**src/rtl/apb_master_pkg.sv**
```systemverilog
// apb_master_pkg
// Shared definitions for the APB4 requester apb_master_if:
//   - FSM state encoding
//   - default address/data widths of the timer's APB slave port
//   - default ACCESS-phase timeout (only meaningful with APB_MASTER_TIMEOUT_EN)
package apb_master_pkg;

    localparam int APB_ADDR_W      = 12;
    localparam int APB_DATA_W      = 32;
    localparam int APB_TIMEOUT_CYC = 255;

    typedef enum logic [1:0] {
        ST_IDLE   = 2'd0,
        ST_SETUP  = 2'd1,
        ST_ACCESS = 2'd2,
        ST_RESP   = 2'd3
    } apb_state_e;

endpackage : apb_master_pkg

```
**src/rtl/apb_master_if.sv**
```systemverilog
// apb_master_if
// APB4 requester driving the timer's APB slave port (tim_* bus) from a
// valid/ready command channel; returns read data and the error flag on a
// valid/ready response channel. One command -> one APB transfer, no pipelining.
//
// Optional feature: define APB_MASTER_TIMEOUT_EN to abort an ACCESS phase that
// has waited TIMEOUT_CYC cycles without tim_pready (response carries rsp_err=1).
// Without the macro ACCESS waits indefinitely; the port list is identical.
//
// Ports:
//   sys_clk, sys_rst_n          clock, asynchronous active-low reset
//   cmd_valid/cmd_ready         command handshake (cmd_ready is high in IDLE)
//   cmd_write/addr/wdata/strb   command payload
//   rsp_valid/rsp_ready         response handshake
//   rsp_rdata, rsp_err          read data (0 for writes), slave error / timeout
//   tim_psel..tim_pstrb         APB requester outputs (registered)
//   tim_prdata/pready/pslverr   APB completer inputs
//
// state  | meaning
// -------+------------------------------------------------------------
// IDLE   | waiting for a command, cmd_ready=1
// SETUP  | APB setup phase, psel=1 penable=0
// ACCESS | APB access phase, psel=1 penable=1, waits for pready
// RESP   | response held on rsp_* until rsp_ready
module apb_master_if
    import apb_master_pkg::*;
#(
    parameter int ADDR_W      = APB_ADDR_W,
    parameter int DATA_W      = APB_DATA_W,
    parameter int TIMEOUT_CYC = APB_TIMEOUT_CYC
) (
    input  logic                  sys_clk,
    input  logic                  sys_rst_n,

    input  logic                  cmd_valid,
    output logic                  cmd_ready,
    input  logic                  cmd_write,
    input  logic [ADDR_W-1:0]     cmd_addr,
    input  logic [DATA_W-1:0]     cmd_wdata,
    input  logic [DATA_W/8-1:0]   cmd_strb,

    output logic                  rsp_valid,
    input  logic                  rsp_ready,
    output logic [DATA_W-1:0]     rsp_rdata,
    output logic                  rsp_err,

    output logic                  tim_psel,
    output logic                  tim_penable,
    output logic                  tim_pwrite,
    output logic [ADDR_W-1:0]     tim_paddr,
    output logic [DATA_W-1:0]     tim_pwdata,
    output logic [DATA_W/8-1:0]   tim_pstrb,
    input  logic [DATA_W-1:0]     tim_prdata,
    input  logic                  tim_pready,
    input  logic                  tim_pslverr
);

    localparam int STRB_W = DATA_W / 8;

    if (TIMEOUT_CYC < 1) begin : g_bad_timeout
        $error("apb_master_if: TIMEOUT_CYC must be at least 1");
    end

    apb_state_e          state_q,   state_d;
    logic                psel_q,    psel_d;
    logic                penable_q, penable_d;
    logic                pwrite_q,  pwrite_d;
    logic [ADDR_W-1:0]   paddr_q,   paddr_d;
    logic [DATA_W-1:0]   pwdata_q,  pwdata_d;
    logic [STRB_W-1:0]   pstrb_q,   pstrb_d;
    logic                rsp_valid_q, rsp_valid_d;
    logic [DATA_W-1:0]   rsp_rdata_q, rsp_rdata_d;
    logic                rsp_err_q,   rsp_err_d;

`ifdef APB_MASTER_TIMEOUT_EN
    // Counter is at least 8 bits wide even for small TIMEOUT_CYC values.
    localparam int CNT_W_RAW = $clog2(TIMEOUT_CYC + 1);
    localparam int CNT_W     = (CNT_W_RAW > 8) ? CNT_W_RAW : 8;
    // The cycle whose increment would reach TIMEOUT_CYC is the terminal one:
    // with pready still low there, the transfer aborts on that edge.
    localparam logic [CNT_W-1:0] CNT_LAST = CNT_W'(TIMEOUT_CYC - 1);

    logic [CNT_W-1:0]    wait_cnt_q, wait_cnt_d;
`endif

    assign cmd_ready = (state_q == ST_IDLE);

    always_comb begin
        state_d     = state_q;
        psel_d      = psel_q;
        penable_d   = penable_q;
        pwrite_d    = pwrite_q;
        paddr_d     = paddr_q;
        pwdata_d    = pwdata_q;
        pstrb_d     = pstrb_q;
        rsp_valid_d = rsp_valid_q;
        rsp_rdata_d = rsp_rdata_q;
        rsp_err_d   = rsp_err_q;
`ifdef APB_MASTER_TIMEOUT_EN
        wait_cnt_d  = wait_cnt_q;
`endif

        case (state_q)
            ST_IDLE: begin
                if (cmd_valid) begin
                    pwrite_d  = cmd_write;
                    paddr_d   = cmd_addr;
                    // Reads never present stale write data or strobes on the bus.
                    pwdata_d  = cmd_write ? cmd_wdata : '0;
                    pstrb_d   = cmd_write ? cmd_strb  : '0;
                    psel_d    = 1'b1;
                    penable_d = 1'b0;
                    state_d   = ST_SETUP;
                end
            end

            ST_SETUP: begin
                penable_d = 1'b1;
`ifdef APB_MASTER_TIMEOUT_EN
                wait_cnt_d = '0;
`endif
                state_d   = ST_ACCESS;
            end

            ST_ACCESS: begin
                if (tim_pready) begin
                    rsp_rdata_d = pwrite_q ? '0 : tim_prdata;
                    rsp_err_d   = tim_pslverr;
                    rsp_valid_d = 1'b1;
                    psel_d      = 1'b0;
                    penable_d   = 1'b0;
                    state_d     = ST_RESP;
                end
`ifdef APB_MASTER_TIMEOUT_EN
                else if (wait_cnt_q == CNT_LAST) begin
                    rsp_rdata_d = '0;
                    rsp_err_d   = 1'b1;
                    rsp_valid_d = 1'b1;
                    psel_d      = 1'b0;
                    penable_d   = 1'b0;
                    state_d     = ST_RESP;
                end else begin
                    wait_cnt_d = wait_cnt_q + 1'b1;
                end
`endif
            end

            ST_RESP: begin
                if (rsp_ready) begin
                    rsp_valid_d = 1'b0;
                    state_d     = ST_IDLE;
                end
            end

            default: begin
                state_d = ST_IDLE;
            end
        endcase
    end

    always_ff @(posedge sys_clk or negedge sys_rst_n) begin
        if (!sys_rst_n) begin
            state_q     <= ST_IDLE;
            psel_q      <= 1'b0;
            penable_q   <= 1'b0;
            pwrite_q    <= 1'b0;
            paddr_q     <= '0;
            pwdata_q    <= '0;
            pstrb_q     <= '0;
            rsp_valid_q <= 1'b0;
            rsp_rdata_q <= '0;
            rsp_err_q   <= 1'b0;
        end else begin
            state_q     <= state_d;
            psel_q      <= psel_d;
            penable_q   <= penable_d;
            pwrite_q    <= pwrite_d;
            paddr_q     <= paddr_d;
            pwdata_q    <= pwdata_d;
            pstrb_q     <= pstrb_d;
            rsp_valid_q <= rsp_valid_d;
            rsp_rdata_q <= rsp_rdata_d;
            rsp_err_q   <= rsp_err_d;
        end
    end

`ifdef APB_MASTER_TIMEOUT_EN
    always_ff @(posedge sys_clk or negedge sys_rst_n) begin
        if (!sys_rst_n) begin
            wait_cnt_q <= '0;
        end else begin
            wait_cnt_q <= wait_cnt_d;
        end
    end
`endif

    assign tim_psel    = psel_q;
    assign tim_penable = penable_q;
    assign tim_pwrite  = pwrite_q;
    assign tim_paddr   = paddr_q;
    assign tim_pwdata  = pwdata_q;
    assign tim_pstrb   = pstrb_q;
    assign rsp_valid   = rsp_valid_q;
    assign rsp_rdata   = rsp_rdata_q;
    assign rsp_err     = rsp_err_q;

endmodule : apb_master_if
```
**config.mk**
```make
export PLATFORM = sky130hd
export DESIGN_NAME = apb_master_if
export DESIGN_NICKNAME = d
export VERILOG_FILES = /design/src/rtl/apb_master_pkg.sv /design/src/rtl/apb_master_if.sv
export SDC_FILE = /design/constraint.sdc
export NUM_CORES = 1
export LEC_CHECK = 0
export BUFFER_PORTS_ARGS = -buffer_cell sky130_fd_sc_hd__buf_2
export CAP_MARGIN = 20
export CORE_UTILIZATION = 46
export CTS_CLUSTER_SIZE = 8
export DETAILED_ROUTE_END_ITERATION = 8
export GPL_ROUTABILITY_DRIVEN = 0
export PLACE_DENSITY_LB_ADDON = 0.08
export SYNTH_ARGS = -nofsm -noshare
export SYNTH_HDL_FRONTEND = slang
export SYNTH_SLANG_ARGS = --single-unit
```
**constraint.sdc**
```tcl
create_clock -name sys_clk -period 1.8 [get_ports sys_clk]
set_clock_uncertainty 0.05 [all_clocks]
set_input_delay 0.36 -clock sys_clk [delete_from_list [all_inputs] [get_ports sys_clk]]
set_output_delay 0.36 -clock sys_clk [all_outputs]
set_load 0.02 [all_outputs]
```
==> impl_metrics.ini <==
[outcome]
status = complete, no violations

[drt]
drt_first_pass_iters = 4
first_iter_violations = 86
wirelength_um = 8060
avgViaCountPerCell = 4.75
post_drt_wl_per_cell_um = 12.7
drc = 0
num_vias = 3000
antenna_left = 0

[layout]
drive_gt1_share_pct = 41.1
fillers = 632
layout_common_cells = buf_2, nand2_1, dfrtp_1
diodes = 0
layout_commonest_cell = buf_2
fin_nets = 624
area_growth_pct = 35.7

[cts]
clk_latency_ns = 0.33
clockBufferDepth = 2
cts_tree = yes
clkTransAtPathRegs_ns = 0.09
cts.sinks = 87
ctsRootBufferMaster = clkbuf_8
cts_max_level = 3
numCtsBuffers = 9

[worst_setup_path]
crit_type = reg2out
required_ns = 1.39
path_buf_inv = 2
worst-r2r-setup-slack_ns = 0.16
crit_family = flip-flops
critical-path-max-stage-delay_ns = 0.45
cp.arrival_ns = 1.31
crit_fanout = 6
cpMaxStageDelayCell = dfrtp_2
critPathCaptureType = output pin
start_kind = register
path_cells = inv_1 > ha_2 > buf_2

[grt]
grt_usage_pct = 20.6
grt_pass1_vias = 2825
grt_max_degree = 55
gr-total-overflow = 0
antenna_found_initial = 0
grt_pass1_wl_um = 13400

[logic_synthesis]
ys_ff_latch = 87
syn-num-nets = 452
synth_area_per_cell_um2 = 10.1
syn-cell-area_mm2 = 0.00361
ys_types = 20
yosysSeqAreaShare_pct = 60.3
netlist_instances = 358
yosys_warnings = 0

[floorplan]
die_w_um = 90.6
rows = 31
die_area_mm2 = 0.00820
initial_core_util_pct = 48.7
die-height_um = 90.6
coreArea_mm2 = 0.00741
io-pin-count = 173

[placement]
pre_cts_slack_ns = 0.0416
dp_hpwl_um = 5930
port_buffers = 172

[sta]
final-hold-violation-count = 0
max_slew_margin_pct = 71.8
fmax_mhz = 583
slew_violations = 0
setup_tns_ns = 0
rsz0062_at_grt = no
worstMarginPinSlew_ns = 0.422
setup_viol = 0
hold_slack_ns = 0.196
setup_ws_ns = 0.0840
post-route-period-util_pct = 95.3
period_minus_slack_ns = 1.72

[power_and_ir_drop]
p_leak_nw = 2.60
ir_worst_vdd_v = 0.000888
power.density_mw_per_mm2 = 1780
total_power_w = 0.00871

[job]
maxCapViolCount = 0

[worst_hold_path]
hold_class = in2reg
## layout make-up
class	instances	area (µm²)	area share, %
multi-input cells	245	1320	27.0
well taps	99	124	2.53
repair buffers	184	1030	21.1
clock inverters	4	95.1	1.94
flip-flops and latches	87	2180	44.5
clock buffers	10	138	2.81
inverters	3	11.3	0.230
## cell families after synthesis
family | synth area share (%)
adder cells (fa/ha/maj) | 2.43
AND/OR/NAND/NOR | 17.8
AO/OA/AOI/OAI | 10.8
multiplexers | 5.27
flip-flops | 60.3
buffers and inverters | 3.36
## cell usage after synthesis
master | count | area [µm²]
nand2_1 | 107 | 402
dfrtp_1 | 87 | 2180
o21ai_0 | 70 | 350
nand2b_1 | 32 | 200
mux2_2 | 15 | 169
clkbuf_1 | 14 | 52.6
buf_2 | 7 | 35.0
ha_1 | 7 | 87.6
nor2b_1 | 4 | 25.0
inv_1 | 3 | 11.3
a211oi_1 | 2 | 15.0
buf_6 | 2 | 22.5
a211oi_2 | 1 | 12.5
a21oi_1 | 1 | 5.00
and2b_1 | 1 | 7.51
mux2_1 | 1 | 11.3
mux2i_1 | 1 | 10.0
nor2_1 | 1 | 3.75
nor3_1 | 1 | 5.00
o22ai_1 | 1 | 6.26
## metrics by stage
step           instance area [µm²]  cells  utilization, %
2_1_floorplan                 3610    358               -
3_3_place_gp                  4640    616            62.6
3_5_place_dp                  4640    616            62.6
4_1_cts                       4890    631            66.0
5_1_grt                       4900    632            66.1
6_report                      4900    632            66.1
## power by group
part	internal (W)	switching (W)
Clock	0.000943	0.000648
Sequential	0.00282	0.000443
Combinational	0.00150	0.00236
## layer usage
metal | GRT usage [%] | vias to the layer above | wire (µm)
met3 | 4.80 | 14 | 525
li1 | - | 1501 | -
met4 | 7.93 | 0 | 153
met2 | 33.2 | 103 | 3810
met5 | 0 | - | 0
met1 | 26.9 | 1382 | 3570
## what timing repair did
action | in CTS | in global routing
gates resized for setup | 1 | 3
buffers inserted | 0 | 1
endpoints found under the hold margin | 29 | 0
endpoints found under the setup margin | 1 | 10
hold buffers | 1 | 0
## registers in the layout (all words and copies together), names as in the netlist
signal,cells
rsp_rdata,32
tim_pwdata,32
tim_paddr,12
tim_pstrb,4
state_q,2
rsp_err,1
rsp_valid,1
tim_penable,1
tim_psel,1
tim_pwrite,1
## worst paths after layout
check	endpoint	from	cells past startpoint
worst max register to register	state_q[1]	state_q[0]	5
worst max-delay path	cmd_ready	state_q[1]	3
max in group asynchronous	rsp_rdata[21]	sys_rst_n	3
worst min-delay path	tim_paddr[0]	cmd_addr[0]	2
worst min register to register	rsp_rdata[18]	rsp_rdata[18]	2
min in group asynchronous	rsp_rdata[20]	sys_rst_n	2
Power figures use the tool's default switching activity.
